$ cat config.mk
export PLATFORM = sky130hd
export DESIGN_NAME = mem_access_unit_flat
export DESIGN_NICKNAME = d
export VERILOG_FILES = /design/src/rtl/mem_access_unit_if.sv /design/src/rtl/mem_access_unit.sv /design/src/flat_wrapper.sv
export SDC_FILE = /design/constraint.sdc
export NUM_CORES = 1
export LEC_CHECK = 0
export ABC_AREA = 1
export CAP_MARGIN = 20
export CORE_MARGIN = 3
export CORE_UTILIZATION = 45
export CTS_CLUSTER_DIAMETER = 150
export DETAILED_ROUTE_END_ITERATION = 16
export PLACE_DENSITY_LB_ADDON = 0.05
export SLEW_MARGIN = 20
export SYNTH_ARGS = -nofsm -noshare
export SYNTH_HDL_FRONTEND = slang
export SYNTH_SLANG_ARGS = --single-unit
$ cat constraint.sdc
create_clock -name clk_i -period 2.66 [get_ports clk_i]
set_input_delay 0.399 -clock clk_i [delete_from_list [all_inputs] [get_ports clk_i]]
set_output_delay 0.399 -clock clk_i [all_outputs]
set_load 0.02 [all_outputs]
$ cat src/rtl/mem_access_unit_if.sv
// mem_access_unit_if
// Groups the requester handshake and the byte-wide data-memory bus of
// mem_access_unit. Signal names keep the unit's own i/o suffixes: a *_i
// member is driven into the unit and a *_o member is driven by it.
//   slave  : the unit itself (mem_access_unit)
//   master : the environment, i.e. the requester plus the data memory
// Requester: req_i, we_i, word_i, signed_i, addr_i, wdata_i,
//            busy_o, done_o, err_o, rdata_o
// Memory   : mem_addr_o, mem_wdata_o, mem_we_o, mem_re_o, mem_rdata_i
interface mem_access_unit_if;
  logic        req_i;
  logic        we_i;
  logic        word_i;
  logic        signed_i;
  logic [31:0] addr_i;
  logic [31:0] wdata_i;
  logic        busy_o;
  logic        done_o;
  logic        err_o;
  logic [31:0] rdata_o;
  logic [31:0] mem_addr_o;
  logic [31:0] mem_wdata_o;
  logic        mem_we_o;
  logic        mem_re_o;
  logic [31:0] mem_rdata_i;

  modport slave (
    input  req_i, we_i, word_i, signed_i, addr_i, wdata_i, mem_rdata_i,
    output busy_o, done_o, err_o, rdata_o,
           mem_addr_o, mem_wdata_o, mem_we_o, mem_re_o
  );

  modport master (
    output req_i, we_i, word_i, signed_i, addr_i, wdata_i, mem_rdata_i,
    input  busy_o, done_o, err_o, rdata_o,
           mem_addr_o, mem_wdata_o, mem_we_o, mem_re_o
  );
endinterface

$ cat src/rtl/mem_access_unit.sv
// mem_access_unit
// Turns byte/word load/store requests into a sequence of single-byte
// accesses on a byte-wide data memory. A word takes 4 transfers, a byte 1.
// Ports:
//   clk_i   : clock, all state on the rising edge
//   rst_i   : synchronous active-low reset
//   bus     : mem_access_unit_if.slave (requester handshake + memory bus)
// Parameter:
//   BIG_ENDIAN : 1 -> byte at addr+0 is bits [31:24]; 0 -> bits [7:0]
// Optional feature:
//   MAU_ALIGN_CHECK_EN : when defined, misaligned word requests complete
//                        immediately with err_o and no memory access.
//
// state | meaning
// IDLE  | waiting for req_i; request fields latched on acceptance
// XFER  | one byte moved per cycle, cnt selects the byte
// DONE  | one-cycle done_o pulse, req_i ignored
module mem_access_unit #(
  parameter bit BIG_ENDIAN = 1'b1
) (
  input  logic             clk_i,
  input  logic             rst_i,
  mem_access_unit_if.slave bus
);
  typedef enum logic [1:0] {
    IDLE = 2'd0,
    XFER = 2'd1,
    DONE = 2'd2
  } state_t;

  state_t      r_state;
  state_t      w_state_nxt;
  logic [1:0]  r_cnt;
  logic [31:0] r_addr;
  logic [31:0] r_wdata;
  logic [31:0] r_rdata;
  logic [31:0] r_buf;
  logic        r_we;
  logic        r_word;
  logic        r_signed;

  logic        w_last;
  logic        w_misalign;
  logic        w_xfer;
  logic [1:0]  w_lane;
  logic [7:0]  w_st_byte;
  logic [7:0]  w_ld_byte;
  logic [31:0] w_buf_nxt;
  logic [31:0] w_ld_result;
  logic        w_unused_rdata_hi;

  assign w_last = r_word ? (r_cnt == 2'd3) : 1'b1;

  // Bit lane (in bytes from bit 0) that byte cnt of the word occupies.
  assign w_lane    = BIG_ENDIAN ? (2'd3 - r_cnt) : r_cnt;
  assign w_st_byte = r_word ? r_wdata[{w_lane, 3'b000} +: 8] : r_wdata[7:0];
  assign w_ld_byte = bus.mem_rdata_i[7:0];
  assign w_unused_rdata_hi = ^bus.mem_rdata_i[31:8];

  // Final load value is formed at the last XFER edge so rdata_o only
  // changes when a load enters DONE.
  always_comb begin
    w_buf_nxt = r_buf;
    w_buf_nxt[{w_lane, 3'b000} +: 8] = w_ld_byte;
  end

  assign w_ld_result = r_word ? w_buf_nxt
                              : {{24{r_signed & w_ld_byte[7]}}, w_ld_byte};

`ifdef MAU_ALIGN_CHECK_EN
  assign w_misalign = bus.word_i & (bus.addr_i[1:0] != 2'b00);
`else
  assign w_misalign = 1'b0;
`endif

  always_comb begin
    w_state_nxt = r_state;
    case (r_state)
      IDLE:    if (bus.req_i) w_state_nxt = w_misalign ? DONE : XFER;
      XFER:    if (w_last) w_state_nxt = DONE;
      DONE:    w_state_nxt = IDLE;
      default: w_state_nxt = IDLE;
    endcase
  end

  always_ff @(posedge clk_i) begin
    if (!rst_i) begin
      r_state  <= IDLE;
      r_cnt    <= 2'd0;
      r_rdata  <= 32'h0;
      r_buf    <= 32'h0;
      r_addr   <= 32'h0;
      r_wdata  <= 32'h0;
      r_we     <= 1'b0;
      r_word   <= 1'b0;
      r_signed <= 1'b0;
    end else begin
      r_state <= w_state_nxt;
      case (r_state)
        IDLE: begin
          if (bus.req_i) begin
            r_addr   <= bus.addr_i;
            r_wdata  <= bus.wdata_i;
            r_we     <= bus.we_i;
            r_word   <= bus.word_i;
            r_signed <= bus.signed_i;
            r_cnt    <= 2'd0;
          end
        end
        XFER: begin
          r_cnt <= r_cnt + 2'd1;
          if (!r_we) begin
            r_buf <= w_buf_nxt;
            if (w_last) r_rdata <= w_ld_result;
          end
        end
        default: ;
      endcase
    end
  end

  // Strobes are gated by rst_i so a reset landing mid-transfer stops the
  // write in that very cycle instead of one cycle later.
  assign w_xfer          = (r_state == XFER) & rst_i;
  assign bus.busy_o      = (r_state == XFER) | ((r_state == IDLE) & bus.req_i);
  assign bus.done_o      = (r_state == DONE);
  assign bus.rdata_o     = r_rdata;
  assign bus.mem_addr_o  = r_addr + {30'h0, r_cnt};
  assign bus.mem_we_o    = w_xfer & r_we;
  assign bus.mem_re_o    = w_xfer & ~r_we;
  assign bus.mem_wdata_o = (w_xfer & r_we) ? {24'h0, w_st_byte} : 32'h0;

`ifdef MAU_ALIGN_CHECK_EN
  logic r_err;
  always_ff @(posedge clk_i) begin
    if (!rst_i) r_err <= 1'b0;
    else if ((r_state == IDLE) && bus.req_i) r_err <= w_misalign;
  end
  assign bus.err_o = (r_state == DONE) & r_err;
`else
  assign bus.err_o = 1'b0;
`endif
endmodule

$ cat src/flat_wrapper.sv
// flat-port wrapper written by rule: the top's interface ports become plain ports
module mem_access_unit_flat 
#(
  parameter bit BIG_ENDIAN = 1'b1
)
  (clk_i, rst_i, bus_req_i, bus_we_i, bus_word_i, bus_signed_i, bus_addr_i, bus_wdata_i, bus_mem_rdata_i, bus_busy_o, bus_done_o, bus_err_o, bus_rdata_o, bus_mem_addr_o, bus_mem_wdata_o, bus_mem_we_o, bus_mem_re_o);
  mem_access_unit_if bus_i ();
  input  logic clk_i;
  input  logic rst_i;
  input wire logic [$bits(bus_i.req_i)-1:0] bus_req_i;
  input wire logic [$bits(bus_i.we_i)-1:0] bus_we_i;
  input wire logic [$bits(bus_i.word_i)-1:0] bus_word_i;
  input wire logic [$bits(bus_i.signed_i)-1:0] bus_signed_i;
  input wire logic [$bits(bus_i.addr_i)-1:0] bus_addr_i;
  input wire logic [$bits(bus_i.wdata_i)-1:0] bus_wdata_i;
  input wire logic [$bits(bus_i.mem_rdata_i)-1:0] bus_mem_rdata_i;
  output wire logic [$bits(bus_i.busy_o)-1:0] bus_busy_o;
  output wire logic [$bits(bus_i.done_o)-1:0] bus_done_o;
  output wire logic [$bits(bus_i.err_o)-1:0] bus_err_o;
  output wire logic [$bits(bus_i.rdata_o)-1:0] bus_rdata_o;
  output wire logic [$bits(bus_i.mem_addr_o)-1:0] bus_mem_addr_o;
  output wire logic [$bits(bus_i.mem_wdata_o)-1:0] bus_mem_wdata_o;
  output wire logic [$bits(bus_i.mem_we_o)-1:0] bus_mem_we_o;
  output wire logic [$bits(bus_i.mem_re_o)-1:0] bus_mem_re_o;
  assign bus_i.req_i = bus_req_i;
  assign bus_i.we_i = bus_we_i;
  assign bus_i.word_i = bus_word_i;
  assign bus_i.signed_i = bus_signed_i;
  assign bus_i.addr_i = bus_addr_i;
  assign bus_i.wdata_i = bus_wdata_i;
  assign bus_i.mem_rdata_i = bus_mem_rdata_i;
  assign bus_busy_o = bus_i.busy_o;
  assign bus_done_o = bus_i.done_o;
  assign bus_err_o = bus_i.err_o;
  assign bus_rdata_o = bus_i.rdata_o;
  assign bus_mem_addr_o = bus_i.mem_addr_o;
  assign bus_mem_wdata_o = bus_i.mem_wdata_o;
  assign bus_mem_we_o = bus_i.mem_we_o;
  assign bus_mem_re_o = bus_i.mem_re_o;
  mem_access_unit #(.BIG_ENDIAN(BIG_ENDIAN)) u_core (.clk_i(clk_i), .rst_i(rst_i), .bus(bus_i));
endmodule
==> results of run 1 <==
[sequential cells by signal, summed over array words and instances, names as in the netlist]
name and count:
u_core.bus.rdata_o 32, u_core.r_addr 32, u_core.r_buf 32, u_core.r_cnt 2, u_core.r_signed 1, u_core.r_state 2, u_core.r_wdata 32, u_core.r_we 1
u_core.r_word 1
[synthesized netlist by cell type (5+ instances only)]
master    count
a21oi_1      52
nor2_2        5
inv_1        64
nand3_1      39
nand4_1      10
ha_1          7
xor2_1       10
o21ai_0     188
nand2_1     249
nor2_1      198
buf_2        18
inv_2         6
clkbuf_1     32
nand3b_1     12
buf_4        26
dfxtp_1     135
[worst max path at each step]
stage / from / endpoint / slack (ps) / cells after the start
global route: u_core.r_cnt[0]$_SDFFE_PN0P_ / bus_mem_addr_o[10] / -20 / 7
floorplan: u_core.r_cnt[1]$_SDFFE_PN0P_ / bus_mem_addr_o[12] / 120 / 7
global placement: u_core.r_addr[0]$_SDFFE_PN0P_ / bus_mem_addr_o[28] / 40 / 10
CTS: u_core.r_cnt[0]$_SDFFE_PN0P_ / bus_mem_addr_o[28] / -30 / 10
finish: u_core.r_cnt[0]$_SDFFE_PN0P_ / bus_mem_addr_o[10] / 80 / 7
detailed placement: u_core.r_cnt[0]$_SDFFE_PN0P_ / bus_mem_addr_o[28] / 7 / 10
[per-stage QoR]
stage / TNS [ps] / worst slack (ps) / hold slack [ps]
2_1_floorplan: 0 / 124.1 / 454.9
3_3_place_gp: 0 / 38.83 / 460.9
3_5_place_dp: 0 / 6.980 / 470.9
4_1_cts: -25.36 / -25.36 / 252.3
5_1_grt: -21.90 / -18.07 / 266.6
6_report: 0 / 79.87 / 268.1
[final cells by class]
cell class	instances	area share
multi-input cells	807	0.4053
flip-flops and latches	135	0.2946
repair buffers	177	0.1825
clock buffers	23	0.05091
inverters	73	0.03063
well taps	184	0.02505
clock inverters	8	0.01075
diodes	1	0.0002723
[kinds of logic (layout without fill, tap and decap cells)]
| family | count (synthesis) | in the layout |
|---|---|---|
| flops | 135 | 135 |
| compound gates | 242 | 242 |
| other cells | 1 | 26 |
| buf+inv | 154 | 281 |
| simple gates | 519 | 519 |
| xor+xnor | 13 | 13 |
| fa+ha+maj | 8 | 8 |
[power groups by stage]
stage	combinational, mW	clock, mW	sequential [mW]
floorplan	0.652	0	2.39
global placement	1.10	0	2.37
detailed placement	1.11	0	2.37
finish	1.09	2.29	2.33
global route	1.21	2.40	2.35
CTS	1.09	2.32	2.33
[critical path, cell delays in order (launching register included)]
cell             delay, ps
dfxtp_4                360
ha_4                   130
inv_2                   30
fa_2                   400
buf_4                  160
nor2_2                 180
xor2_1                 170
clkdlybuf4s15_1        320
[metal layers]
layer,share of wire,vias to the layer above
met2,0.45,236
met3,0.066,17
met4,0.012,0
li1,-,3674
met5,0,-
met1,0.48,3209
[repair_timing]
action                                  CTS  global route
gates resized for setup                  58            40
endpoints found under the hold margin     0             0
pin swaps                                 1             7
gates cloned                              0             0
setup buffers                             0             1
endpoints found under the setup margin   35            21
==> flow_summary_export.csv, run 1 <==
group,metric,value,unit
drt,vias,7136,
synth,synthTopCellsByArea,"dfxtp_1 39%, o21ai_0 13%, nand2_1 13%",
hold_path,hold_depth,3,
synth,ys_types,29,
synth,synth_flop_cell,"dfxtp_1",
timing,period_share,0.9700,
clock_tree,cts_num_sinks,135,
floorplanning,start_util,0.4698,
timing,grt_setup_unrepaired,"yes",
synth,synth.ff_latch_count,135,
placement,post_dp_cell_area,8566,um2
grt,grt_max_degree,79,
setup_path,required,2260,ps
floorplanning,die_area,17050,um2
synth,synth-edff-count,0,
layout,fill_cells,1466,
synth,yosysTopAreaCellShare,0.3870,
clock_tree,path_clk_slew,60,ps
power,power_frac_seq,0.408,
power,p_int,4.059,mW
drt,vias_per_cell,5.068,
clock_tree,holdBufCountCts,0,
clock_tree,clockRootBuffer,"clkbuf_16",
hold_path,hold_end,"u_core.r_state[0]$_SDFFE_PN0P_",
floorplanning,core_area,14860,um2
synth,synth-compound-area-share,0.1736,
setup_path,cp.arrival,2180,ps
setup_path,rr_worst_depth,8,
power,power_density,622.2,nW/um2
clock_tree,numCtsBuffers,17,
timing,hold_viol,0,
layout,final_area,9191,um2
clock_tree,tritoncts,"done",
placement,place_inst,1375,
hold_path,hp-class,"input port to register",
placement,io_buffers,153,
drt,wire_per_inst,14.36,um
placement,finalWeightedCongestion,0.9064,
power,p_sw,1.659,mW
grt,grtUsageTotal,0.2332,
timing,finClkSkew,9.680,ps
setup_path,r2r-start,"u_core.r_cnt[0]$_SDFFE_PN0P_",
grt,grt_pass1_vias,6218,
synth,synth_warnings,0,
drt,detail-route-antenna-nets,0,
layout,final_util,0.6184,
drt,wl,20.22,mm
timing,worst_pin_slew,703.2,ps
synth,synth.largest_area_cell,"dfxtp_1",
power,clkPwrFrac,0.401,
floorplanning,die_y,130.6,um
power,switching_share,0.2902,
timing,setup_viol,0,
drt,first_pass_iters,7,
layout,layout_commonest_cell,"nand2_1",
layout,layout.nets,1321,
power,ir_drop,0.5561,mV
synth,yosys.area_share.simple,0.3046,
layout,multiInputGateArea,3725,um2
synth,synth_xor_area_frac,0.01631,
floorplanning,die_w,130.6,um
setup_path,cp-start-kind,"register",
setup_path,r2r-end,"u_core.bus.rdata_o[25]$_SDFFE_PN0P_",
grt,antenna_found_initial,1,
layout,drive_above_1_share,0.07850,
grt,grt_use_met2,0.3542,
clock_tree,clock_latency,420,ps
job,cap_violations,0,
timing,layout_min_cycle_time,2580,ps
synth,synth-adder-area-share,0.01541,
hold_path,min_from,"rst_i",
synth,ys_seq_area_frac,0.3870,
layout,area_growth,31.63,%
grt,grt-ovfl-total,0,
grt,grt-busiest-layer,"met2",
layout,ff_latch_area,2708,um2
clock_tree,ctsLongestPathBuffers,2,
synth,synth_top_family_by_area,"simple AND/OR/NAND/NOR gates",
timing,slew_headroom,0.5312,
layout,final_cell_mix,"245 x nand2_1, 192 x nor2_1, 188 x o21ai_0, 133 x dfxtp_1, 115 x clkdlybuf4s50_1",
setup_path,crit_path_max_fanout,3,
floorplanning,io_pins,203,
setup_path,endpoint_kind,"primary output",
drt,drtIter0Drc,513,
power,power.leakage,4.166,nW
layout,fin_cells,1408,
placement,dp_hpwl,13.88,mm
synth,netlist_instances,1072,
synth,syn_area_per_cell,6.514,um2
grt,use_met1,0.3364,
timing,fmax,387.6,MHz
synth,synth_area,6983,um2
grt,met3_usage,0.05244,
setup_path,crit_type,"register to primary output",
synth,async_reset_ff_frac,0,
synth,synthMuxAreaShare,0,
floorplanning,rows,44,
timing,drv_slew,0,
drt,drc_errors,0,
power,p_total,5.719,mW
power,comb_power_share,0.191,
clock_tree,h-tree-depth,4,
status,status,"finished, final reports clean",
grt,grt_pass1_wl,31.65,mm
setup_path,r2r_slack,500,ps
Power figures use the tool's default switching activity.
==> run 2: changes to the inputs <==
GPL_TIMING_DRIVEN = 0   (was default)
==> flow_summary_export.csv, run 2 (synthesis gave the netlist of run 1 again) <==
group,metric,value,unit
status,status,"finished, final reports clean",
drt,wire_per_inst,15.01,um
job,cap_violations,0,
setup_path,crit_chain,"buf_12, clkinv_8, fa_2, nor2_4, nand2_2, nor2_4, buf_6, nand2_2, nor2_1, nor2_1, buf_4",
clock_tree,numCtsBuffers,17,
floorplanning,die_area,17050,um2
drt,wl,22.18,mm
clock_tree,cts_num_sinks,135,
clock_tree,clock_latency,430,ps
setup_path,r2r_slack,170,ps
setup_path,cp.arrival,2250,ps
layout,ff_latch_area,2711,um2
setup_path,critical_path_buf_inv_count,4,
setup_path,slowest_delay,410,ps
grt,grtUsageTotal,0.2615,
setup_path,path_delay_family,"simple AND/OR/NAND/NOR gates",
setup_path,crit_path_max_fanout,4,
grt,grt_pass1_vias,6870,
power,ir_drop,0.5310,mV
layout,num_antenna_cells,0,
hold_path,hp-class,"register to register",
timing,finClkSkew,5.360,ps
timing,fmax,377.4,MHz
setup_path,r2r-end,"u_core.bus.rdata_o[27]$_SDFFE_PN0P_",
timing,holdWs,484.7,ps
layout,final_util,0.6449,
layout,drive_above_1_share,0.1136,
clock_tree,ctsLongestPathBuffers,2,
clock_tree,h-tree-depth,4,
floorplanning,io_pins,203,
setup_path,endpoint,"bus_mem_addr_o[16]",
timing,tns,0,ps
timing,setup_viol,0,
layout,layout_commonest_cell,"nand2_1",
setup_path,cpMaxStageDelayCell,"fa_2",
timing,hold_viol,0,
clock_tree,path_clk_slew,60,ps
setup_path,required,2260,ps
power,p_total,5.880,mW
floorplanning,die_w,130.6,um
clock_tree,tritoncts,"done",
setup_path,startpoint,"u_core.r_cnt[1]$_SDFFE_PN0P_",
floorplanning,start_util,0.4698,
layout,fill_cells,1428,
layout,layout.nets,1391,
setup_path,crit_type,"register to primary output",
timing,worst_pin_slew,611.6,ps
layout,area_growth,37.29,%
placement,finalWeightedCongestion,0.9581,
drt,vias_per_cell,5.081,
grt,antenna_found_initial,0,
drt,first_pass_iters,5,
power,power_density,613.4,nW/um2
timing,grt_setup_unrepaired,"yes",
setup_path,cp.depth,11,
layout,final_cell_mix,"243 x nand2_1, 192 x nor2_1, 186 x o21ai_0, 132 x dfxtp_1, 113 x clkdlybuf4s50_1",
timing,period_share,0.9960,
setup_path,r2r-start,"u_core.r_cnt[0]$_SDFFE_PN0P_",
floorplanning,rows,44,
drt,detail-route-antenna-nets,0,
drt,drtIter0Drc,426,
setup_path,cp-start-kind,"register",
placement,dp_hpwl,16.60,mm
floorplanning,die_y,130.6,um
grt,grt_pass1_wl,34.75,mm
layout,multiInputGateArea,3744,um2
power,power.leakage,4.329,nW
timing,layout_min_cycle_time,2649,ps
clock_tree,clockRootBuffer,"clkbuf_16",
timing,layout_setup_ws,10.57,ps
setup_path,endpoint_kind,"primary output",
drt,drc_errors,0,
grt,grt_max_degree,17,
placement,pre_cts_ws,-831.5,ps
timing,slew_headroom,0.5923,
floorplanning,core_area,14860,um2
timing,drv_slew,0,
drt,vias,7509,
placement,io_buffers,152,
grt,grt-ovfl-total,0,
setup_path,rr_worst_depth,10,
-- run 2: worst min-delay path, delay by kind of cell, from the launching register on --
family           cells  cell delay [ps]
DFF                  1              330
and+or+nand+nor      2              130
-- run 2: area by class of cell --
cell class	count	share of cell area
Multi-Input combinational cell	807	0.3905
Sequential cell	135	0.2828
Timing Repair Buffer	167	0.1633
Buffer	80	0.04777
Clock buffer	18	0.04581
Inverter	73	0.03015
Tap cell	184	0.02401
Clock inverter	14	0.01566
-- run 2: report_power, final --
| group | internal, mW | total, mW | switching (mW) |
|---|---|---|---|
| sequential | 2.20 | 2.34 | 0.131 |
| clock | 1.35 | 2.38 | 1.03 |
| combinational | 0.469 | 1.16 | 0.696 |
| total | 4.02 | 5.88 | 1.86 |
-- run 2: worst min path at each step --
stage	cells past startpoint	slack (ps)	startpoint	end
2_1_floorplan	2	450	u_core.r_signed$_SDFFE_PN0P_	u_core.r_signed$_SDFFE_PN0P_
3_3_place_gp	2	460	u_core.r_wdata[20]$_SDFFE_PN0P_	u_core.r_wdata[20]$_SDFFE_PN0P_
3_5_place_dp	2	470	u_core.r_wdata[12]$_SDFFE_PN0P_	u_core.r_wdata[12]$_SDFFE_PN0P_
4_1_cts	2	490	u_core.r_wdata[12]$_SDFFE_PN0P_	u_core.r_wdata[12]$_SDFFE_PN0P_
5_1_grt	2	510	u_core.r_wdata[31]$_SDFFE_PN0P_	u_core.r_wdata[31]$_SDFFE_PN0P_
6_report	2	480	u_core.r_wdata[12]$_SDFFE_PN0P_	u_core.r_wdata[12]$_SDFFE_PN0P_
-- run 2: timing repair --
action,CTS,global route
pin swaps,6,10
hold endpoints to repair,0,0
resized for setup,97,28
setup buffers,7,8
setup endpoints to repair,44,19
hold buffers,0,0
-- run 2: metal layers --
layer	track usage	wire length (um)	part of all wire
met5	0	0	0
met3	0.07317	1823	0.082
met1	0.3702	10330	0.47
met4	0.06231	226	0.010
met2	0.3972	9805	0.44
-- run 2: per-stage QoR --
step | cell area, um2 | cells
final | 9587 | 1478
after global routing | 9587 | 1478
after CTS | 9527 | 1470
after detailed placement | 8825 | 1432
after global placement | 8825 | 1432
after floorplan | 7073 | 1096
==> run 3: changes to the inputs <==
CTS_CLUSTER_SIZE = 24   (was default)
==> results of run 3 <==
No change in the layout: final DEF, timing and power equal those of run 2.
